`config.mk`:
```
export PLATFORM = sky130hd
export DESIGN_NAME = tr_datapath_multiciclo
export DESIGN_NICKNAME = d
export VERILOG_FILES = /design/src/rtl/tr_datapath_multiciclo_pkg.sv /design/src/rtl/tr_datapath_multiciclo_alu_param.sv /design/src/rtl/tr_datapath_multiciclo.sv
export SDC_FILE = /design/constraint.sdc
export NUM_CORES = 2
export LEC_CHECK = 0
export BUFFER_PORTS_ARGS = -buffer_cell sky130_fd_sc_hd__buf_2
export CORE_MARGIN = 8
export CORE_UTILIZATION = 39
export DETAILED_ROUTE_END_ITERATION = 7
export PLACE_DENSITY_LB_ADDON = 0.12
export SLEW_MARGIN = 20
export SYNTH_ARGS = -nofsm -noshare
export SYNTH_HDL_FRONTEND = slang
export SYNTH_SLANG_ARGS = --single-unit
```
`constraint.sdc`:
```
create_clock -name clk -period 55.5 [get_ports clk]
set_clock_uncertainty 0.05 [all_clocks]
set_input_delay 11.1 -clock clk [delete_from_list [all_inputs] [get_ports clk]]
set_output_delay 11.1 -clock clk [all_outputs]
set_load 0.02 [all_outputs]
```
`src/rtl/tr_datapath_multiciclo_pkg.sv`:
```
// Shared encodings for the multicycle datapath: opcodes, funct codes, ALU selects,
// FSM states, error codes and the instruction decoder.
package tr_pkg;

  localparam logic [5:0] OP_RTYPE = 6'h00;
  localparam logic [5:0] OP_ADDI  = 6'h08;
  localparam logic [5:0] OP_LW    = 6'h23;
  localparam logic [5:0] OP_SW    = 6'h2B;

  localparam logic [5:0] FN_ADD = 6'h20;
  localparam logic [5:0] FN_SUB = 6'h22;
  localparam logic [5:0] FN_AND = 6'h24;
  localparam logic [5:0] FN_OR  = 6'h25;
  localparam logic [5:0] FN_NOR = 6'h27;
  localparam logic [5:0] FN_SLT = 6'h2A;

  localparam logic [2:0] ALU_ADD = 3'd0;
  localparam logic [2:0] ALU_SUB = 3'd1;
  localparam logic [2:0] ALU_AND = 3'd2;
  localparam logic [2:0] ALU_OR  = 3'd3;
  localparam logic [2:0] ALU_NOR = 3'd4;
  localparam logic [2:0] ALU_SLT = 3'd5;

  localparam logic [1:0] ERR_OK      = 2'd0;
  localparam logic [1:0] ERR_ILLEGAL = 2'd1;
  localparam logic [1:0] ERR_ALIGN   = 2'd2;

  typedef enum logic [2:0] {
    IDLE   = 3'd0,
    DECODE = 3'd1,
    EXEC   = 3'd2,
    MEM    = 3'd3,
    WB     = 3'd4
  } state_e;

  typedef struct packed {
    logic       legal;
    logic       is_mem;
    logic [2:0] sel;
  } dec_t;

  // LW/SW and ADDI all compute rs + sext(imm), so they share the ADD select.
  function automatic dec_t decode_instr(input logic [5:0] op, input logic [5:0] funct);
    dec_t d;
    d.legal  = 1'b1;
    d.is_mem = 1'b0;
    d.sel    = ALU_ADD;
    case (op)
      OP_RTYPE: begin
        case (funct)
          FN_ADD:  d.sel = ALU_ADD;
          FN_SUB:  d.sel = ALU_SUB;
          FN_AND:  d.sel = ALU_AND;
          FN_OR:   d.sel = ALU_OR;
          FN_NOR:  d.sel = ALU_NOR;
          FN_SLT:  d.sel = ALU_SLT;
          default: d.legal = 1'b0;
        endcase
      end
      OP_ADDI:      d.sel = ALU_ADD;
      OP_LW, OP_SW: d.is_mem = 1'b1;
      default:      d.legal = 1'b0;
    endcase
    return d;
  endfunction

endpackage

```
`src/rtl/tr_datapath_multiciclo_alu_param.sv`:
```
// Combinational ALU: add/sub/and/or/nor/signed set-less-than with a zero flag.
module alu_param
  import tr_pkg::*;
#(
  parameter int DATA_W = 32
) (
  input  logic [DATA_W-1:0] op1,
  input  logic [DATA_W-1:0] op2,
  input  logic [2:0]        sel,
  output logic [DATA_W-1:0] res,
  output logic              zf
);

  always_comb begin
    res = '0;
    case (sel)
      ALU_ADD: res = op1 + op2;
      ALU_SUB: res = op1 - op2;
      ALU_AND: res = op1 & op2;
      ALU_OR:  res = op1 | op2;
      ALU_NOR: res = ~(op1 | op2);
      ALU_SLT: res = {{(DATA_W-1){1'b0}}, ($signed(op1) < $signed(op2))};
      default: res = '0;
    endcase
    zf = (res == '0);
  end

endmodule

```
`src/rtl/tr_datapath_multiciclo.sv`:
```
// Multicycle datapath: IDLE/DECODE/EXEC/MEM/WB FSM around a register bank,
// ALU and word memory; executes R-type, ADDI, LW and SW.
module tr_datapath_multiciclo
  import tr_pkg::*;
#(
  parameter int DATA_W    = 32,
  parameter int NREG_LOG2 = 5,
  parameter int MEM_DEPTH = 64
) (
  input  logic              clk,
  input  logic              rst,
  input  logic              instr_valid,
  input  logic [31:0]       instr,
  output logic              instr_ready,
  output logic              done,
  output logic [1:0]        err,
  output logic [DATA_W-1:0] result,
  output logic              zf,
  output logic              busy
);

  localparam int NREG   = 1 << NREG_LOG2;
  localparam int MEM_AW = $clog2(MEM_DEPTH);

  state_e              state_q, state_d;
  logic [31:0]         ir_q, ir_d;
  logic [DATA_W-1:0]   a_q, a_d, b_q, b_d, mdr_q, mdr_d, result_q, result_d;
  logic                zf_q, zf_d, done_q, done_d;
  logic [1:0]          err_q, err_d;
  logic [DATA_W-1:0]   rf_q [NREG];
  logic [DATA_W-1:0]   mem_q [MEM_DEPTH];

  logic [5:0]           op_s, funct_s;
  logic [NREG_LOG2-1:0] rs_s, rt_s, rd_s, wa_s;
  logic [DATA_W-1:0]    imm_ext_s, rs_val_s, alu_op2_s, alu_res_s, wdata_s;
  logic                 alu_zf_s, rf_we_s, mem_we_s;
  logic [1:0]           addr_lo_s;
  logic [MEM_AW-1:0]    mem_addr_s;
  dec_t                 dec_s;

  assign op_s       = ir_q[31:26];
  assign funct_s    = ir_q[5:0];
  assign rs_s       = ir_q[21 +: NREG_LOG2];
  assign rt_s       = ir_q[16 +: NREG_LOG2];
  assign rd_s       = ir_q[11 +: NREG_LOG2];
  assign imm_ext_s  = DATA_W'($signed(ir_q[15:0]));
  assign dec_s      = decode_instr(op_s, funct_s);
  assign rs_val_s   = rf_q[rs_s];
  // Low address bits are known in DECODE, so a misaligned access can end in EXEC.
  assign addr_lo_s  = rs_val_s[1:0] + ir_q[1:0];
  assign mem_addr_s = result_q[MEM_AW+1:2];
  assign alu_op2_s  = (op_s == OP_RTYPE) ? b_q : imm_ext_s;
  assign wa_s       = (op_s == OP_RTYPE) ? rd_s : rt_s;
  assign wdata_s    = (op_s == OP_LW) ? mdr_q : result_q;

  alu_param #(.DATA_W(DATA_W)) u_alu (
    .op1 (a_q),
    .op2 (alu_op2_s),
    .sel (dec_s.sel),
    .res (alu_res_s),
    .zf  (alu_zf_s)
  );

  // done/err are set on entry to the instruction's final state so they are registered.
  always_comb begin
    state_d  = state_q;
    ir_d     = ir_q;
    a_d      = a_q;
    b_d      = b_q;
    mdr_d    = mdr_q;
    result_d = result_q;
    zf_d     = zf_q;
    done_d   = 1'b0;
    err_d    = ERR_OK;
    rf_we_s  = 1'b0;
    mem_we_s = 1'b0;
    case (state_q)
      IDLE: begin
        if (instr_valid) begin
          ir_d    = instr;
          state_d = DECODE;
        end else begin
          state_d = IDLE;
        end
      end
      DECODE: begin
        a_d     = rs_val_s;
        b_d     = rf_q[rt_s];
        state_d = EXEC;
        if (!dec_s.legal) begin
          done_d = 1'b1;
          err_d  = ERR_ILLEGAL;
        end else if (dec_s.is_mem && (addr_lo_s != 2'd0)) begin
          done_d = 1'b1;
          err_d  = ERR_ALIGN;
        end else begin
          done_d = 1'b0;
          err_d  = ERR_OK;
        end
      end
      EXEC: begin
        if (err_q == ERR_ILLEGAL) begin
          state_d = IDLE;
        end else begin
          result_d = alu_res_s;
          zf_d     = alu_zf_s;
          if (err_q == ERR_ALIGN) begin
            state_d = IDLE;
          end else if (dec_s.is_mem) begin
            state_d = MEM;
            done_d  = (op_s == OP_SW);
          end else begin
            state_d = WB;
            done_d  = 1'b1;
          end
        end
      end
      MEM: begin
        if (op_s == OP_LW) begin
          mdr_d   = mem_q[mem_addr_s];
          state_d = WB;
          done_d  = 1'b1;
        end else begin
          mem_we_s = 1'b1;
          state_d  = IDLE;
        end
      end
      WB: begin
        rf_we_s = (wa_s != '0);
        state_d = IDLE;
      end
      default: state_d = IDLE;
    endcase
  end

  // Control and datapath registers.
  always_ff @(posedge clk or posedge rst) begin
    if (rst) begin
      state_q  <= IDLE;
      ir_q     <= '0;
      a_q      <= '0;
      b_q      <= '0;
      mdr_q    <= '0;
      result_q <= '0;
      zf_q     <= 1'b0;
      done_q   <= 1'b0;
      err_q    <= ERR_OK;
    end else begin
      state_q  <= state_d;
      ir_q     <= ir_d;
      a_q      <= a_d;
      b_q      <= b_d;
      mdr_q    <= mdr_d;
      result_q <= result_d;
      zf_q     <= zf_d;
      done_q   <= done_d;
      err_q    <= err_d;
    end
  end

  // Register bank; entry 0 is never written so it always reads 0.
  always_ff @(posedge clk or posedge rst) begin
    if (rst) begin
      for (int i = 0; i < NREG; i++) rf_q[i] <= '0;
    end else if (rf_we_s) begin
      rf_q[wa_s] <= wdata_s;
    end
  end

  // Word memory keeps its contents across reset.
  always_ff @(posedge clk) begin
    if (mem_we_s) mem_q[mem_addr_s] <= b_q;
  end

  assign instr_ready = (state_q == IDLE);
  assign busy        = (state_q != IDLE);
  assign done        = done_q;
  assign err         = err_q;
  assign result      = result_q;
  assign zf          = zf_q;

endmodule

```
* Word-level counts from Yosys, hierarchy flattened *
Memories as Yosys holds them, arrays and structs flattened. A register that Yosys moved wholly into a read port is not among the register bits.
Index checks and enable logic that the tools add are counted.

cells by class
  add/sub/neg operators = 3
  order comparisons = 5
  eq/ne operators = 20
  muxes and demuxes = 39
  bitwise logic cells = 7
  reductions and logical operators = 15

operators by type and width
  cell                                                              number
  1024-bit bitwise mux                                              1
  32-bit binary-select mux with 5-bit select                        2
  32-bit two-way mux                                                7
  32-bit one-hot mux with 6 select lines                            1
  32-bit demux with 5-bit select                                    1
  6-bit == test (second input constant)                             8
  32-bit adder                                                      1
  32-bit bitwise AND                                                1
  32-bit zero test                                                  1
  32-bit less-than comparator                                       1
  32-bit inverter                                                   1
  32-bit OR                                                         1
  32-bit subtractor                                                 1
  6-bit greater-or-equal comparator (second input constant)         3
  5-bit inverter with 6-bit output                                  3
  3-bit two-way mux                                                 5
  3-bit one-hot mux with 5 select lines                             1
  1-bit two-way mux                                                 14
  3-bit by 2-bit == test with 1-bit output (second input constant)  4
  3-bit one-hot mux with 4 select lines                             1
  3-bit == test (second input constant)                             3
  3-bit by 1-bit == test with 1-bit output (second input constant)  2
  6-bit by 4-bit == test with 1-bit output (second input constant)  1
  3-bit zero test                                                   2
  other kinds (18)                                                  23

word-level totals
  bits in registers = 1159
  bits in writable memories = 2048
  input bits = 35
  output and inout bits = 38
  logic and storage cells = 130
  memories kept = 1

memories
  memory  depth  bits a word  rd ports  clocked after Yosys merged registers in  write ports  line                          source
  mem_q   64     32           1         1                                        1            tr_datapath_multiciclo.sv:31  logic [DATA_W-1:0] mem_q [MEM_DEPTH];

* Longest topological paths before layout *
  depth after elaboration = 10
  gate-level depth with buffers = 21
  mapped depth without buffers = 18

* Cells and area by module *
From an unflattened synthesis, not the netlist that was laid out.

unflattened totals
  cell total of the unflattened synthesis = 9959
  area, all modules = 142653.1 um^2

by module, submodules not included
  module                  times used  cells an instance  area an instance (um^2)  seq. area each (um^2)
  tr_datapath_multiciclo  1           9113               137205.3                 91302.6
  alu_param               1           846                5447.7                   0.0

* Least setup slack after synthesis *
No wires, ideal clock.

  path kind = register to output
  start point = reg state_q[2]
  end point = out busy
  arrival = 1265 ps
  required time = 44350 ps
  setup slack = 43085 ps
  stages on the path, launching flop included = 3
  path buffers = 0
  cell sequence = dfrtp_1 nor3_1 inv_1

on the way
  word-level cells in the longest chain between the ends = 1

RTL lines
  item                    line                           source
  from (decl)             tr_datapath_multiciclo.sv:25   state_e state_q, state_d;
  from (signal assigned)  tr_datapath_multiciclo.sv:149  state_q <= state_d;
  3-bit nonzero test      tr_datapath_multiciclo.sv:176  assign busy = (state_q != IDLE);
  to (decl)               tr_datapath_multiciclo.sv:19   output logic busy

Every way passes these cells.

==> impl_results.md <==
* Compound-cell area share of the yosys netlist at around 13%
* Global-route wire length before repair at a little under 700000 microns
* H-tree levels at 5
* Post-Syn Area per Cell at 14.29 sq um
* Vias at approximately 90000
* Synth Warn # at 0
* Post-route DRC violation count at 0
* Final Instance Area at around 160000 sq um
* Initial DRT Pass Iterations at 6
* Chip height at between 600 and 700 microns
* Synth Instances at about 9600
* Synth Area in XOR/XNOR at less than 1%
* Final period util at ~27%
* EDFF count, synth at 2048
* Status: completed
* Setup-failing EPs final at 0
* Critical Path End Type: asynchronous set/reset pin
* R2r setup slk at 47.98 ns
* Resize count post-CTS at 0
* Io pins at 73
* Highest clock rate at 0.06730 GHz
* Hold EP: rf_q[997]$_DFFE_PP0P_
* FF-to-FF path depth at 18
* Mux cell area share after synthesis at 11.58%
* Port Buf Inserts at 72
* Leak at 55.84 nW
* Synthesized area at approximately 140000 sq um
* Total Wirelength at slightly below 500000 microns
* Global route overflow at 0
* Fin worst setup slack at 40.64 ns
* RSZ-0062 raised after global routing: false
* Fin. max-slew vios at 0
* Chip width at 609.9 microns
* Seq/Total Area, Yosys at between 60% and 70%
* Clock slew seen by the registers of the worst setup and hold paths at ~0.06 ns
* Clock root buffer: clkbuf_16
* CTS Buffer Depth at 4
* Post-CTS Hold Buffers at 0
* Vias per inst at between 6 and 7
* Max layer used: met5
* Yosys top cell by area: edfxtp_1
* NumNets Final at 9712
* Routed met1 length at about 210000 microns
* MaxCap Viol Count at 0
* Worst hold stages at 0
* Multi-input gate area at ~44000 sq um
* Antenna Nets Post-Route at 0
* Ys async rst share at between 30% and 40%
* DP Worst Slack at a little under 40 ns
* Least-Margin Pin Slew at around 1.4 ns
* Most used DFF post-synth: edfxtp_1
* Yosys cell types at just under 80
* Post-Synth Simple-Gate Area at under 10%
* R2R Path End: zf$_DFFE_PP0P_
* Placed cells at 13820
* Largest net degree at the start of global routing at 132
* Main combinational cell family by area after synthesis: compound AO/OA/AOI/OAI gates
* Die Area at around 370000 sq um
* Wire per inst at between 30 and 40 microns
* Worst vdd ir at between 0.07 and 0.08 mV
* WL met2 at roughly 230000 microns
* Adder-Cell Fraction of Synth Area at less than 1%
* Kind of critical path: in2async
* Final Core Density at around 44%
* DR iter-0 viols at 10940
* Worst hold start: rf_q[997]$_DFFE_PP0P_
* CP required at roughly 56 ns
* CTS tree: yes
* Clk sinks at between 3000 and 4000
* Initial antenna violation count at 30
* Setup TNS at 0 ns
* Min Tclk post-route at around 15 ns
* Dpl hpwl at between 200000 and 300000 microns
* CORE AREA at between 300000 and 400000 sq um
* Setup bufs post-CTS at 0
* Number of core rows at between 200 and 250
* Crit Path Max Fanout at roughly 110
* CP Launch Type: primary input
* Pwr dens at about 60 nW/um^2
* Starting Density at between 30% and 40%
* Clock latency at the later pin of the worst-skew pair at between 0.9 and 1 ns
* Hold Slack at ~0.34 ns
* Flops & latches, synth at 3239
* Ranking of synthesized cells by area: edfxtp_1 45%, dfrtp_1 22%, mux4_2 10%
* GR Util All Layers at between 20% and 30%
* RR Startpoint: ir_q[31]$_DFFE_PP0P_
* Vias in the first global route at between 80000 and 90000
* Slew HR at 9.649%
* Area share of the largest cell type after synthesis at between 40% and 50%
* # fillers at 31190
* CTS buffer count at about 360
* Pwr Total at just over 9 mW
* Met3 wire len at 37880 microns
* Non-Filler Instances at approximately 14000
* Area delta synth->final at 13.39%
* Placed inst area at 144500 sq um
* Worst min path class: reg2reg
* Final hold violation count at 0
* Layout cells sized above 1 at between 10% and 20%
* Post-Syn Nets at ~10000
* Gpl congestion at 0.8722
* CP arrival at 15.64 ns
* Register area at between 90000 and 100000 sq um
flip-flops by register name, summed over array words and instances (netlist names):
name,cells
a_q,32
b_q,32
done,1
err,2
ir_q,32
mdr_q,32
mem_q,2048
result,32
rf_q,1024
state_q,3
zf,1
Yosys cell counts, types with 20 or more instances:
cell type     n
mux4_2      640
o211ai_1     45
nand2_1     763
mux2_2       47
dfrtp_1    1191
edfxtp_1   2048
a22o_1      142
nor2_1      695
a22oi_1     760
inv_1       102
nor4_1       36
nand3_1      20
a221oi_1    149
a31oi_1     105
a21o_1       33
a21oi_1     626
clkbuf_1    677
nand2b_1     25
nand4_1     171
o21ai_0     656
nor3_1       42
buf_1       158
ha_1        105
mux2i_1      98
worst max path at each step:
stage	from	end	slack [ns]
after floorplan	rst	a_q[0]$_DFFE_PP0P_	10.80
after global placement	rst	b_q[10]$_DFFE_PP0P_	39.67
after detailed placement	rst	b_q[10]$_DFFE_PP0P_	39.50
after CTS	rst	b_q[10]$_DFFE_PP0P_	40.46
after global routing	rst	b_q[10]$_DFFE_PP0P_	39.92
final	rst	b_q[10]$_DFFE_PP0P_	40.64
routing by layer:
layer	vias to the layer above	GRT usage, %
met1	47370	37.11
met4	12	7.668
met2	4023	40.94
met5	-	0
li1	37450	-
met3	745	4.220
layout make-up:
type	count	area share, %
clock buffer	484	6.320
multi-input combinational	5445	28.12
sequential	3239	58.59
tap	4620	3.706
clock inverter	157	0.9017
inverter	102	0.2503
antenna	9	0.01444
timing repair buffer	425	2.093
where the power goes:
group,switching [mW],internal [mW]
logic,2.46,1.15
clock network,0.984,1.34
registers,0.327,3.09
cell families after synthesis:
| logic type | after synthesis |
|---|---|
| flip-flops | 3239 |
| AO/OA/AOI/OAI | 2696 |
| AND/OR/NAND/NOR | 1840 |
| buffers and inverters | 941 |
| multiplexers | 786 |
| adder cells (fa/ha/maj) | 107 |
| XOR/XNOR | 16 |
placed cells by master, fill, tap and decap left out, types with 73 or more instances in the layout:
master,instances
edfxtp_1,2048
dfrtp_1,1146
a22oi_1,760
nand2_1,745
o21ai_0,652
mux4_2,640
a21oi_1,626
nor2_1,614
clkbuf_16,364
buf_4,333
nand4_1,171
a221oi_1,149
a22o_1,142
a31oi_1,105
ha_1,105
inv_1,101
clkbuf_1,89
nor2_4,80
buf_2,73
worst max-delay path, cell delays in order:
cell	delay (ns)
buf_2	0.13
inv_8	0.46
buf_4	0.74
buf_4	0.66
buf_4	0.60
buf_4	0.77
buf_4	0.84
No activity file was read; power rests on OpenSTA's default activity.
